--- src/rtl/win3x3_serializer_pkg.sv ---
// Shared types and constants for the 3x3 window serializer.
// Bank indices rotate modulo 3 over the three row buffers.
package win_pkg;

    typedef enum logic {
        FILL = 1'b0,
        EMIT = 1'b1
    } state_e;

    localparam int WIN_N  = 9;
    localparam int DEF_DW = 8;

    function automatic logic [1:0] bank_next(input logic [1:0] b, input logic [1:0] n);
        logic [2:0] s;
        s = {1'b0, b} + {1'b0, n};
        return (s >= 3'd3) ? 2'(s - 3'd3) : s[1:0];
    endfunction

endpackage

--- src/rtl/win3x3_serializer_if.sv ---
// Pixel-in / window-out stream bundle for win3x3_serializer.
// The slave modport is the serializer's view; master is the feeder/consumer side.
interface win3x3_serializer_if #(
    parameter int DW    = win_pkg::DEF_DW,
    parameter int IMG_W = 16,
    parameter int IMG_H = 16
);
    logic                       in_valid;
    logic                       in_ready;
    logic [DW-1:0]              in_pix;
    logic                       out_valid;
    logic [DW-1:0]              out_x;
    logic                       out_last;
    logic [$clog2(IMG_H)-1:0]   out_row;
    logic [$clog2(IMG_W)-1:0]   out_col;
    logic                       frame_done;

    modport master (
        output in_valid, in_pix,
        input  in_ready, out_valid, out_x, out_last, out_row, out_col, frame_done
    );

    modport slave (
        input  in_valid, in_pix,
        output in_ready, out_valid, out_x, out_last, out_row, out_col, frame_done
    );
endinterface

--- src/rtl/win3x3_serializer_row_store.sv ---
// Three-row pixel buffer: one write port and one combinational read port.
// Contents are deliberately left uncleared by reset.
module win_row_store
    import win_pkg::*;
#(
    parameter int IMG_W = 16,
    parameter int DW    = DEF_DW,
    localparam int CW   = $clog2(IMG_W)
) (
    input  logic          clk,
    input  logic          wr_en,
    input  logic [1:0]    wr_bank,
    input  logic [CW-1:0] wr_col,
    input  logic [DW-1:0] wr_pix,
    input  logic [1:0]    rd_bank,
    input  logic [CW-1:0] rd_col,
    output logic [DW-1:0] rd_pix
);

    logic [DW-1:0] mem_q [3][IMG_W];

    always_ff @(posedge clk) begin
        if (wr_en) begin
            mem_q[wr_bank][wr_col] <= wr_pix;
        end
    end

    assign rd_pix = mem_q[rd_bank][rd_col];

endmodule

--- src/rtl/win3x3_serializer.sv ---
// Raster pixel stream to serialized 3x3 windows (row-major, 9-cycle bursts).
// state | meaning
// FILL  | accepting pixels into the row store
// EMIT  | streaming the latched window, k = 0..8, input stalled
module win3x3_serializer
    import win_pkg::*;
#(
    parameter int IMG_W = 16,
    parameter int IMG_H = 16,
    parameter int DW    = DEF_DW
) (
    input  logic               clk,
    input  logic               reset,
    win3x3_serializer_if.slave bus
);

    localparam int RW = $clog2(IMG_H);
    localparam int CW = $clog2(IMG_W);

    state_e        state_q, state_d;
    logic [CW-1:0] col_q, col_d, base_q, base_d, cen_col_q, cen_col_d;
    logic [RW-1:0] row_q, row_d, cen_row_q, cen_row_d;
    logic [1:0]    bank_q, bank_d, top_q, top_d, mid_q, mid_d, bot_q, bot_d;
    logic [3:0]    k_q, k_d;
    logic          out_valid_q, out_valid_d, out_last_q, out_last_d;
    logic          frame_done_q, frame_done_d;
    logic [DW-1:0] out_x_q, out_x_d;
    logic [RW-1:0] out_row_q, out_row_d;
    logic [CW-1:0] out_col_q, out_col_d;

    logic          accept, completes;
    logic [1:0]    k_row, k_col, rd_bank;
    logic [CW-1:0] rd_col;
    logic [DW-1:0] rd_pix;

    assign bus.in_ready = (state_q == FILL) && !reset;
    assign accept       = bus.in_valid && bus.in_ready;
    assign completes    = accept && (row_q >= RW'(2)) && (col_q >= CW'(2));

    assign k_row  = 2'(k_q / 4'd3);
    assign k_col  = 2'(k_q % 4'd3);
    assign rd_col = base_q + CW'(k_col);

    always_comb begin
        case (k_row)
            2'd0:    rd_bank = top_q;
            2'd1:    rd_bank = mid_q;
            default: rd_bank = bot_q;
        endcase
    end

    win_row_store #(.IMG_W(IMG_W), .DW(DW)) u_store (
        .clk     (clk),
        .wr_en   (accept),
        .wr_bank (bank_q),
        .wr_col  (col_q),
        .wr_pix  (bus.in_pix),
        .rd_bank (rd_bank),
        .rd_col  (rd_col),
        .rd_pix  (rd_pix)
    );

    always_comb begin
        state_d      = state_q;
        col_d        = col_q;
        row_d        = row_q;
        bank_d       = bank_q;
        base_d       = base_q;
        top_d        = top_q;
        mid_d        = mid_q;
        bot_d        = bot_q;
        cen_row_d    = cen_row_q;
        cen_col_d    = cen_col_q;
        k_d          = k_q;
        out_valid_d  = 1'b0;
        out_last_d   = 1'b0;
        frame_done_d = 1'b0;
        out_x_d      = '0;
        out_row_d    = '0;
        out_col_d    = '0;

        if (accept) begin
            if (col_q == CW'(IMG_W - 1)) begin
                col_d = '0;
                if (row_q == RW'(IMG_H - 1)) begin
                    row_d  = '0;
                    bank_d = 2'd0;
                end else begin
                    row_d  = row_q + RW'(1);
                    bank_d = bank_next(bank_q, 2'd1);
                end
            end else begin
                col_d = col_q + CW'(1);
            end
        end

        // The current bank is the bottom row; the two before it, oldest first, sit above.
        if (completes) begin
            base_d    = col_q - CW'(2);
            top_d     = bank_next(bank_q, 2'd1);
            mid_d     = bank_next(bank_q, 2'd2);
            bot_d     = bank_q;
            cen_row_d = row_q - RW'(1);
            cen_col_d = col_q - CW'(1);
            k_d       = '0;
            state_d   = EMIT;
        end

        if (state_q == EMIT) begin
            out_valid_d = 1'b1;
            out_x_d     = rd_pix;
            out_row_d   = cen_row_q;
            out_col_d   = cen_col_q;
            if (k_q == 4'(WIN_N - 1)) begin
                out_last_d   = 1'b1;
                frame_done_d = (cen_row_q == RW'(IMG_H - 2)) && (cen_col_q == CW'(IMG_W - 2));
                k_d          = '0;
                state_d      = FILL;
            end else begin
                k_d = k_q + 4'd1;
            end
        end
    end

    always_ff @(posedge clk) begin
        if (reset) begin
            state_q      <= FILL;
            col_q        <= '0;
            row_q        <= '0;
            bank_q       <= '0;
            base_q       <= '0;
            top_q        <= '0;
            mid_q        <= '0;
            bot_q        <= '0;
            cen_row_q    <= '0;
            cen_col_q    <= '0;
            k_q          <= '0;
            out_valid_q  <= 1'b0;
            out_last_q   <= 1'b0;
            frame_done_q <= 1'b0;
            out_x_q      <= '0;
            out_row_q    <= '0;
            out_col_q    <= '0;
        end else begin
            state_q      <= state_d;
            col_q        <= col_d;
            row_q        <= row_d;
            bank_q       <= bank_d;
            base_q       <= base_d;
            top_q        <= top_d;
            mid_q        <= mid_d;
            bot_q        <= bot_d;
            cen_row_q    <= cen_row_d;
            cen_col_q    <= cen_col_d;
            k_q          <= k_d;
            out_valid_q  <= out_valid_d;
            out_last_q   <= out_last_d;
            frame_done_q <= frame_done_d;
            out_x_q      <= out_x_d;
            out_row_q    <= out_row_d;
            out_col_q    <= out_col_d;
        end
    end

    assign bus.out_valid  = out_valid_q;
    assign bus.out_x      = out_x_q;
    assign bus.out_last   = out_last_q;
    assign bus.out_row    = out_row_q;
    assign bus.out_col    = out_col_q;
    assign bus.frame_done = frame_done_q;

endmodule
--- src/flat_wrapper.sv ---
// flat-port wrapper written by rule: the top's interface ports become plain ports
module win3x3_serializer_flat import win_pkg::*;
#(
    parameter int IMG_W = 16,
    parameter int IMG_H = 16,
    parameter int DW    = DEF_DW
)
  (clk, reset, bus_in_valid, bus_in_pix, bus_in_ready, bus_out_valid, bus_out_x, bus_out_last, bus_out_row, bus_out_col, bus_frame_done);
  win3x3_serializer_if #(.DW(DW), .IMG_W(IMG_W), .IMG_H(IMG_H)) bus_i ();
  input  logic clk;
  input  logic reset;
  input wire logic [$bits(bus_i.in_valid)-1:0] bus_in_valid;
  input wire logic [$bits(bus_i.in_pix)-1:0] bus_in_pix;
  output wire logic [$bits(bus_i.in_ready)-1:0] bus_in_ready;
  output wire logic [$bits(bus_i.out_valid)-1:0] bus_out_valid;
  output wire logic [$bits(bus_i.out_x)-1:0] bus_out_x;
  output wire logic [$bits(bus_i.out_last)-1:0] bus_out_last;
  output wire logic [$bits(bus_i.out_row)-1:0] bus_out_row;
  output wire logic [$bits(bus_i.out_col)-1:0] bus_out_col;
  output wire logic [$bits(bus_i.frame_done)-1:0] bus_frame_done;
  assign bus_i.in_valid = bus_in_valid;
  assign bus_i.in_pix = bus_in_pix;
  assign bus_in_ready = bus_i.in_ready;
  assign bus_out_valid = bus_i.out_valid;
  assign bus_out_x = bus_i.out_x;
  assign bus_out_last = bus_i.out_last;
  assign bus_out_row = bus_i.out_row;
  assign bus_out_col = bus_i.out_col;
  assign bus_frame_done = bus_i.frame_done;
  win3x3_serializer #(.IMG_W(IMG_W), .IMG_H(IMG_H), .DW(DW)) u_core (.clk(clk), .reset(reset), .bus(bus_i));
endmodule
--- config.mk ---
export PLATFORM = sky130hd
export DESIGN_NAME = win3x3_serializer_flat
export DESIGN_NICKNAME = d
export VERILOG_FILES = /design/src/rtl/win3x3_serializer_pkg.sv /design/src/rtl/win3x3_serializer_if.sv /design/src/rtl/win3x3_serializer_row_store.sv /design/src/rtl/win3x3_serializer.sv /design/src/flat_wrapper.sv
export SDC_FILE = /design/constraint.sdc
export NUM_CORES = 1
export LEC_CHECK = 0
export ABC_CLOCK_PERIOD_IN_PS = 10900
export CAP_MARGIN = 10
export CORE_UTILIZATION = 60
export DETAILED_ROUTE_END_ITERATION = 16
export HOLD_SLACK_MARGIN = 0.05
export MAX_ROUTING_LAYER = met4
export PLACE_DENSITY = 0.77
export SLEW_MARGIN = 20
export SYNTH_ARGS = -nofsm -noshare
export SYNTH_HDL_FRONTEND = slang
export SYNTH_SLANG_ARGS = --single-unit
--- constraint.sdc ---
create_clock -name clk -period 10.9 [get_ports clk]
set_input_delay 1.09 -clock clk [delete_from_list [all_inputs] [get_ports clk]]
set_output_delay 1.09 -clock clk [all_outputs]
set_load 0.03 [all_outputs]
---- Word level (Yosys, flattened, before mapping) ----
Memory sizes are Yosys's and may differ from the RTL's.
Index checks and enable logic that the tools add are counted.
W data, S select, Z words.
operators by class
  $add $sub $neg .......................... 11
  div/mod/pow operators ................... 2
  magnitude comparators ................... 7
  equality and inequality tests ........... 6
  multiplexer cells ....................... 21
  bitwise logic cells ..................... 4
  reduce and logical (&&, ||, !) cells .... 12
operators by type and width
  kind                   number
  $mux W128              1
  $bmux W8 S4            1
  $demux W8 S4           1
  $mux W8                3
  $eq A4 B4 Y1 const B   5
  $mux W4                5
  $add A4 B1 Y4 const B  3
  $ge A5 B5 Y1 const B   2
  $not A4 Y5             2
  $ge A4 B2 Y1 const B   2
  $sub A4 B1 Y4 const B  2
  $ge A3 B2 Y1 const B   2
  $logic_and A1 B1 Y1    6
  $mux W1                6
  $mux W2                3
  $lt A5 B1 Y1 const B   1
  $add A4 B2 Y4          1
  $div A4 B2 Y4 const B  1
  $mod A4 B2 Y4 const B  1
  $pmux W2 S2            1
  $sub A2 B2 Y2 const B  2
  $sub A4 B2 Y4 const B  1
  $add A2 B1 Y3 const B  1
  $add A2 B2 Y3 const B  1
  8 further kinds        9
word-level totals
  bits in registers ....................... 52
  memory bits (writable) .................. 384
  output and inout bits ................... 20
  word-level logic and storage cells ...... 81
  memories ................................ 1
memory list
  name                  depth  bits a word  read ports  clocked after memory_dff  wr ports  line                               text
  u_core.u_store.mem_q  3      128          1           0                         1         win3x3_serializer_row_store.sv:20  logic [DW-1:0] mem_q [3][IMG_W];

---- Logic depth before layout (Yosys ltp) ----
Gate-level depths: netlist of the first run.
  depth in word-level cells ............... 8
  depth in mapped cells ................... 22

---- By module ----
From an unflattened synthesis of the first run, not the netlist that was laid out.
unflattened totals
  cells, all modules ...................... 1048
  area total of the unflattened synthesis .. 17715.7 um2
modules (own cells, without submodules)
  module             times used  cells an instance  area each (um2)
  win_row_store      1           797                15328.5
  win3x3_serializer  1           251                2387.3

---- Worst setup path after synthesis of the first run ----
Ideal clock, no wire load.
  kind .................................... register to register
  start ................................... register u_core.k_q[2]
  end ..................................... register u_core.out_x_q[3] (netlist: u_core.bus.out_x[3])
  library setup time ...................... 0.128 ns
  data arrival time ....................... 4.335 ns
  data required time ...................... 10.772 ns
  slack ................................... 6.438 ns
  stages on the path, launching flop included .. 23
  path buffers ............................ 5
  path through ............................ dfxtp_1 > buf_4 > nor2b_1 > ha_1 > inv_1 > ha_1 > and2_4 > buf_6 > xnor2_1 > ha_1 > a21o_1 > xnor2_1 > ha_1 > inv_1 > fa_1 > clkbuf_1 > buf_1 > clkbuf_1 > mux4_2 > o31ai_1 > a21oi_1 > o211ai_1 > o211ai_2
on the way
  cells in the longest elaborated chain, start to end .. 7
  elaborated cells on any way between the ends .. 11
  those cells by class .................... add/sub: 1; div: 2; eq/ne: 1; mux: 4; bitwise: 1; reduce/logical: 1; memory: 1
ends and longest elaborated chain
  what                                              line                               text
  start: declaration                                win3x3_serializer.sv:24            logic [3:0] k_q, k_d;
  start signal: assignment                          win3x3_serializer.sv:155           k_q <= k_d;
  $div A4 B2 Y4                                     win3x3_serializer.sv:40            assign k_row = 2'(k_q / 4'd3);
  $eq A2 B1 Y1 or $logic_not A2 Y1 (tied branches)  win3x3_serializer.sv:45            case (k_row)
  $pmux W2 S2                                       win3x3_serializer.sv:45
  $mem_v2 Z3 W128                                   -
  $bmux W8 S4 *                                     win3x3_serializer_row_store.sv:28  assign rd_pix = mem_q[rd_bank][rd_col];
  $mux W8 (not written as such) * (2 in a row)      win3x3_serializer_row_store.sv:28
  end signal: assignment                            win3x3_serializer.sv:159           out_x_q <= out_x_d;
  end: declaration                                  win3x3_serializer.sv:27            logic [DW-1:0] out_x_q, out_x_d;
Every way passes the cells marked *; elsewhere a longest branch is shown, timed or not. The select of a mux whose other input is x is not followed.
A chain may end at the register's enable or synchronous reset.

---- Worst setup path in the final report of the first run ----
  start ................................... register u_core.k_q[2]
  end ..................................... register u_core.out_x_q[0] (netlist: u_core.bus.out_x[0])
Same word-level chain as after synthesis.

==> key figures, run 1 <==
Outcome
  – Status: finished clean

Timing
  – Crit share post-route: 0.486
  – Slew headroom: 0.201
  – Final min period: 5.30 ns
  – Worst-Margin Slew: 1.19 ns
  – RSZ-0062 raised after global routing: no
  – # setup viols final: 0
  – Final Max Slew Viols: 0
  – Final hold violations: 0
  – Fmax: 0.189 GHz
  – Sum Neg Setup Slack: 0 ns
  – Setup Skew: 0.0200 ns

Detailed routing
  – # DRC: 0
  – Via/cell ratio: 6.32
  – Iter 0 DRT Violations: 1204
  – Drt total wl: 38.1 mm
  – Vias post-DR: 9202
  – Avg WL per Cell: 26.2 um
  – Pre-antenna DRT Iters: 5
  – Remaining antenna violation count: 0

Die
  – Die width: 173 um
  – Die Y-Extent: 173 um
  – Number of I/O pins: 31
  – Die area: 30000 um2
  – Row cnt: 62
  – Initial Utilization: 0.610
  – Core Footprint: 28800 um2

Logic synthesis
  – Main synth FF type: edfxtp_1
  – Seq cells post-synth: 435
  – Post-synthesis async set-or-reset flop share: 0
  – Mapped cell area: 17600 um2
  – Syn nets: 1041
  – Seq/Total Area, Yosys: 0.714
  – Cells after Synth: 1006
  – Count of different cell masters after synthesis: 62
  – Synth Area per Inst: 17.5 um2
  – Warnings, synthesis: 0
  – Post-synth EDFFs: 384

Placement
  – Post-DP HPWL: 22.8 mm
  – DP Area: 18200 um2
  – I/O Buffers: 30
  – Placer Congestion: 0.824

Final layout
  – Area growth syn-to-layout: 11.0%
  – Final instance area: 19500 um2
  – Nets: 1074
  – Fraction of layout cells with a size suffix above 1: 0.162

Setup path
  – CP Launch Type: flip-flop
  – Worst-path fanout max: 45
  – Critical path data required time: 11.39 ns
  – WP data arrival: 5.79 ns
  – Worst Setup End Kind: flip-flop
  – Setup CP Type: reg2reg

Clock network
  – Clock buffer depth: 3
  – Num CTS Buffers: 43
  – # clock sinks: 435
  – Depth of the CTS H-tree: 2
  – CTS Hold Buffers Added: 0
  – Root Buffer: clkbuf_16
  – Reg clk slew, reported paths: 0.06 ns
  – TritonCTS clock tree: yes
  – Post-CTS sizing: 0
  – Setup Fix Bufs, Post-CTS: 0
  – Worst-Skew Late Latency: 0.54 ns

Global route
  – Total GRT Usage: 0.269
  – Largest net degree at the start of global routing: 50
  – Gr ovfl total: 0
  – Vias in the first global route: 9212
  – First-pass GRT wire length: 57.3 mm
  – Antenna violations before repair: 0

Power and ir drop
  – Leakage: 6.51 nW
  – Pwr/cell area: 168 nW/um2
  – Power Total: 3.27 mW
  – VDD IR-drop max: 0.139 mV

Flow run
  – Max-Cap Viols: 0

Min path
  – Hold Path Class: reg2reg
-- final timing paths --
path | to | cells past startpoint | slack [ns] | start
min | u_core.top_q[1] | 2 | 0.47 | u_core.top_q[1]
max reg2reg | u_core.bus.out_x[0] | 18 | 5.60 | u_core.k_q[2]
min reg2reg | u_core.top_q[1] | 2 | 0.47 | u_core.top_q[1]
max | u_core.bus.out_x[0] | 18 | 5.60 | u_core.k_q[2]
-- per-layer routing --
metal  vias up  share of wire  track usage  wire (um)
li1       4033              -            -          -
met1      4656           0.41        0.369      15600
met2       417           0.48        0.410      18200
met3        96          0.077       0.0457       2920
met4         0          0.036        0.100       1360
met5         -              0            -          0
-- cell usage in the layout (no fill, tap or decap), types with 5 or more instances in the layout --
cell             synthesis  layout
edfxtp_1               384     384
mux4_2                  75      75
nor2_1                  64      64
and2_1                  59      59
dfxtp_1                 51      51
clkbuf_16                0      45
nand2_1                 40      40
mux2i_1                 34      34
o21ai_0                 24      24
nor3_1                  23      23
clkdlybuf4s50_1          0      23
ha_1                    23      22
inv_1                   21      21
a21oi_1                 22      21
o31ai_1                 11      11
o211ai_1                11      11
a211oi_1                10      10
buf_4                    1      10
clkbuf_1                32       9
xnor2_1                  9       8
nand3_1                  8       8
nor4_1                   8       8
clkinv_1                 0       8
clkinv_2                 0       8
buf_2                    4       7
a22oi_1                  6       6
mux4_1                   6       6
a2111o_1                 6       6
nand2b_1                 5       5
-- layout make-up --
class	instances	area, um2
repair buffers	40	340
multi-input cells	498	4710
diodes	1	2.50
inverters	21	78.8
fillers	1848	9270
well taps	384	480
flip-flops and latches	435	12600
clock inverters	23	171
clock buffers	55	1170
-- report_power, final --
part           switching, mW  internal (mW)
logic                 0.0365        0.00839
registers            0.00277           1.82
clock network          0.601          0.810
total                  0.640           2.63
-- worst max-delay path, stage by stage (launching register included) --
cell       delay [ns]
dfxtp_1          0.50
nor2b_1          0.18
ha_1             0.14
inv_1            0.04
ha_1             0.23
and2_4           0.21
xnor2_1          0.15
ha_1             0.25
a21o_1           0.22
xnor2_1          0.24
ha_4             0.17
inv_1            0.05
fa_2             0.51
buf_4            0.55
inv_1            0.24
a2111oi_1        0.90
a221oi_1         0.22
o311ai_1         0.22
a22o_1           0.23
-- through the flow --
step           utilization  setup WS [ns]  instances  hold slack, ns
2_1_floorplan            -           6.44       1006           0.436
3_3_place_gp         0.631           5.43       1378           0.451
3_5_place_dp         0.631           5.69       1378           0.457
4_1_cts              0.678           5.71       1456           0.465
5_1_grt              0.678           5.40       1456           0.474
6_report             0.678           5.60       1457           0.465
-- synthesized netlist by cell type, types with 3 or more instances --
library cell  number  area, um2
nor3_1            23        115
mux2i_1           34        340
and2_1            59        369
buf_6              7       78.8
inv_1             21       78.8
a2111o_1           6       67.6
nand2b_1           5       31.3
buf_12             3       60.1
dfxtp_1           51       1020
nand2_1           40        150
o31ai_1           11       82.6
a31oi_1            3       18.8
ha_1              23        288
nor4_1             8       50.1
mux2_2             4       45.0
clkbuf_1          32        120
mux4_1             6        158
nand3_1            8       40.0
a21o_1             4       30.0
nand3b_1           3       22.5
a21oi_1           22        110
o21ai_0           24        120
xor2_1             4       35.0
a211oi_1          10       75.1
nor2_1            64        240
o211ai_1          11       82.6
buf_1              5       18.8
edfxtp_1         384      11500
buf_2              4       20.0
mux4_2            75       1690
xnor2_1            9       78.8
a22oi_1            6       45.0
-- registers in the layout (all words and copies together) (netlist names) --
| signal | count |
|---|---|
| u_core.row_q | 4 |
| u_core.bus.out_col | 4 |
| u_core.mid_q | 1 |
| u_core.bus.out_x | 8 |
| u_core.bot_q | 2 |
| u_core.state_q | 1 |
| u_core.u_store.mem_q | 384 |
| u_core.base_q | 4 |
| u_core.bus.out_row | 4 |
| u_core.col_q | 4 |
| u_core.cen_row_q | 4 |
| u_core.bus.frame_done | 1 |
| u_core.top_q | 2 |
| u_core.k_q | 4 |
| u_core.bus.out_valid | 1 |
| u_core.bus.out_last | 1 |
| u_core.cen_col_q | 4 |
| u_core.bank_q | 2 |
-- cells by family (layout without fill, tap and decap cells) --
kind of cell / after synthesis / count (layout) / share of synthesized area
adder cells (fa/ha/maj): 24 / 24 / 0.0175
AND/OR/NAND/NOR: 226 / 226 / 0.0662
other: 0 / 1 / 0
flip-flops: 435 / 435 / 0.714
multiplexers: 119 / 119 / 0.127
AO/OA/AOI/OAI: 116 / 116 / 0.0464
XOR/XNOR: 13 / 13 / 0.00648
buffers and inverters: 73 / 139 / 0.0219
(Power assumes the default switching activity.)
==> run 2: changes to the inputs <==
--- a/config.mk
+++ b/config.mk
@@ -5,13 +5,13 @@
 export SDC_FILE = /design/constraint.sdc
 export NUM_CORES = 1
 export LEC_CHECK = 0
-export ABC_CLOCK_PERIOD_IN_PS = 10900
+export ABC_CLOCK_PERIOD_IN_PS = 4800
 export CAP_MARGIN = 10
-export CORE_UTILIZATION = 60
+export CORE_UTILIZATION = 56
 export DETAILED_ROUTE_END_ITERATION = 16
 export HOLD_SLACK_MARGIN = 0.05
 export MAX_ROUTING_LAYER = met4
-export PLACE_DENSITY = 0.77
+export PLACE_DENSITY = 0.76
 export SLEW_MARGIN = 20
 export SYNTH_ARGS = -nofsm -noshare
 export SYNTH_HDL_FRONTEND = slang
==> constraint.sdc (replaced) <==
create_clock -name clk -period 4.8 [get_ports clk]
set_input_delay 0.48 -clock clk [delete_from_list [all_inputs] [get_ports clk]]
set_output_delay 0.48 -clock clk [all_outputs]
set_load 0.03 [all_outputs]
==> run 2 against run 1 <==
Net effect:
- cell count grew 2.3%
- final area grew 1.7%
- via count grew 2.0%
- non-clock buffer count grew 20
- fmax grew 18%
- sequential share of layout area shrank 1.1 points
- critical endpoint is now u_core.bus.out_x[4]
==> key figures, run 2 (synthesized netlist as in run 1, its figures left out) <==
Timing
  – Sum Neg Setup Slack: 0 ns
  – Crit share post-route: 0.938
  – Setup Skew: 0.0181 ns
  – # setup viols final: 0
  – RSZ-0062 raised after global routing: no
  – Slew headroom: 0.340
  – Final Max Slew Viols: 0
  – Fmax: 0.222 GHz
  – Final min period: 4.50 ns
  – Final worst setup slack: 0.297 ns
  – Final hold violations: 0
  – Worst-Margin Slew: 0.989 ns

Detailed routing
  – Drt total wl: 38.3 mm
  – Via/cell ratio: 6.30
  – Iter 0 DRT Violations: 898
  – # DRC: 0
  – Avg WL per Cell: 25.7 um
  – Remaining antenna violation count: 0
  – Pre-antenna DRT Iters: 6
  – Vias post-DR: 9386

Global route
  – Gr ovfl total: 0
  – Total GRT Usage: 0.255
  – First-pass GRT wire length: 57.6 mm
  – Vias in the first global route: 9247
  – Largest net degree at the start of global routing: 49
  – Antenna violations before repair: 0

Min path
  – Hold Path Class: reg2reg
  – Worst Hold Depth: 2

Final layout
  – Filler cells: 2119
  – N_diodes: 0
  – Max reg flops: 384
  – Most common cell after layout, fill and taps aside: edfxtp_1
  – Most frequent cells in the layout: edfxtp_1 (384), mux4_2 (75), nor2_1 (64)
  – Largest Register: u_core.u_store.mem_q
  – Area growth syn-to-layout: 12.9%
  – Final core utilization: 0.645
  – Nets: 1094
  – Fraction of layout cells with a size suffix above 1: 0.182
  – Post-Layout Cell Count: 1490

Clock network
  – Num CTS Buffers: 43
  – TritonCTS clock tree: yes
  – # clock sinks: 435
  – Worst-Skew Late Latency: 0.54 ns
  – Root Buffer: clkbuf_16
  – Reg clk slew, reported paths: 0.06 ns
  – Clock buffer depth: 3
  – Depth of the CTS H-tree: 2

Setup path
  – Crit-path max cell delay: 0.65 ns
  – Crit path max-delay family: adder cells
  – Worst Setup End Kind: flip-flop
  – WP data arrival: 4.90 ns
  – Cells on worst reg2reg path: 18
  – Slowest-stage cell, CP: fa_2
  – Crit path top cell by count: ha_1
  – CP Launch Type: flip-flop
  – Setup CP Type: reg2reg
  – Instance count on the critical path: 18
  – Buf/Inv on CP: 3
  – Worst path cell trace: nor2b_1 -> ha_1 -> inv_1 -> ha_1 -> and2_4 -> xnor2_1 -> ha_1 -> a21o_1 -> xnor2_1 -> ha_4 -> inv_1 -> fa_2 -> buf_4 -> mux4_2 -> o31ai_1 -> a21oi_1 -> o211ai_1 -> o211ai_1
  – Critical path data required time: 5.19 ns
  – Worst-path fanout max: 11

Placement
  – Placer Congestion: 0.874
  – Dpl cells: 1408
  – DP Worst Slack: 0.282 ns
  – Post-DP HPWL: 23.8 mm
  – I/O Buffers: 30

Outcome
  – Status: finished clean

Flow run
  – Max-Cap Viols: 0

Power and ir drop
  – VDD IR-drop max: 0.280 mV
  – Pwr/cell area: 385 nW/um2
  – Leakage: 6.69 nW

Die
  – Die area: 32100 um2
  – Die Y-Extent: 179 um
  – Row cnt: 64
  – Initial Utilization: 0.571
  – Number of I/O pins: 31
  – Die width: 179 um
  – Core Footprint: 30700 um2
==> run 2: cell count changes in the layout (fill, tap and decap cells not counted), sizes merged <==
cell | previous run | this run
clkinv | 18 | 21
clkbuf | 55 | 51
clkdlybuf4s50 | 23 | 24
bufinv | 2 | 5
buf | 17 | 36
diode | 1 | 0
==> run 2: what timing repair did <==
action	CTS	global route
buffers inserted	0	2
resized for setup	0	0
endpoints found under the setup margin	0	3
hold buffers	0	0
==> run 2: cell type report <==
class | instances | area (um2) | area share
Sequential cell | 435 | 12600 | 0.633
Multi-Input combinational cell | 498 | 4690 | 0.236
Clock buffer | 51 | 1160 | 0.0584
Timing Repair Buffer | 60 | 571 | 0.0288
Tap cell | 396 | 495 | 0.0250
Clock inverter | 29 | 288 | 0.0145
Inverter | 21 | 78.8 | 0.00397
==> run 2: final timing paths <==
kind,from,end,slack [ns]
worst max-delay path,u_core.k_q[3],u_core.bus.out_x[4],0.30
worst min-delay path,u_core.top_q[1],u_core.top_q[1],0.46
worst max register to register,u_core.k_q[3],u_core.bus.out_x[4],0.30
worst min register to register,u_core.top_q[1],u_core.top_q[1],0.46
==> run 2: metal layers <==
| layer | GRT usage | routed length [um] | vias up |
|---|---|---|---|
| li1 | - | - | 4084 |
| met1 | 0.338 | 15400 | 4779 |
| met2 | 0.393 | 18700 | 428 |
| met3 | 0.0520 | 2910 | 95 |
| met4 | 0.0970 | 1380 | 0 |
| met5 | - | 0 | - |
==> run 2: through the flow <==
| step | hold slack (ns) | instance area, um2 | power, mW |
|---|---|---|---|
| 3_5_place_dp | 0.453 | 18400 | 4.31 |
| 4_1_cts | 0.461 | 19800 | 7.67 |
| 2_1_floorplan | 0.436 | 17600 | 4.24 |
| 3_3_place_gp | 0.444 | 18400 | 4.31 |
| 6_report | 0.460 | 19800 | 7.63 |
| 5_1_grt | 0.474 | 19800 | 7.82 |
==> run 2: worst reg2reg max path, delay by kind of cell, from the launching register on <==
family,cells,cell delay [ns]
simple gates,2,0.34
compound gates,5,0.95
buf+inv,3,0.38
flops,1,0.49
fa+ha+maj,5,1.49
xor+xnor,2,0.36
mux,1,0.34
==> run 2: where the power goes <==
| group | internal [mW] | leakage [nW] | switching (mW) |
|---|---|---|---|
| clock | 2.00 | 0.711 | 1.40 |
| sequential | 4.12 | 3.86 | 0.00582 |
| combinational | 0.0202 | 2.12 | 0.0833 |
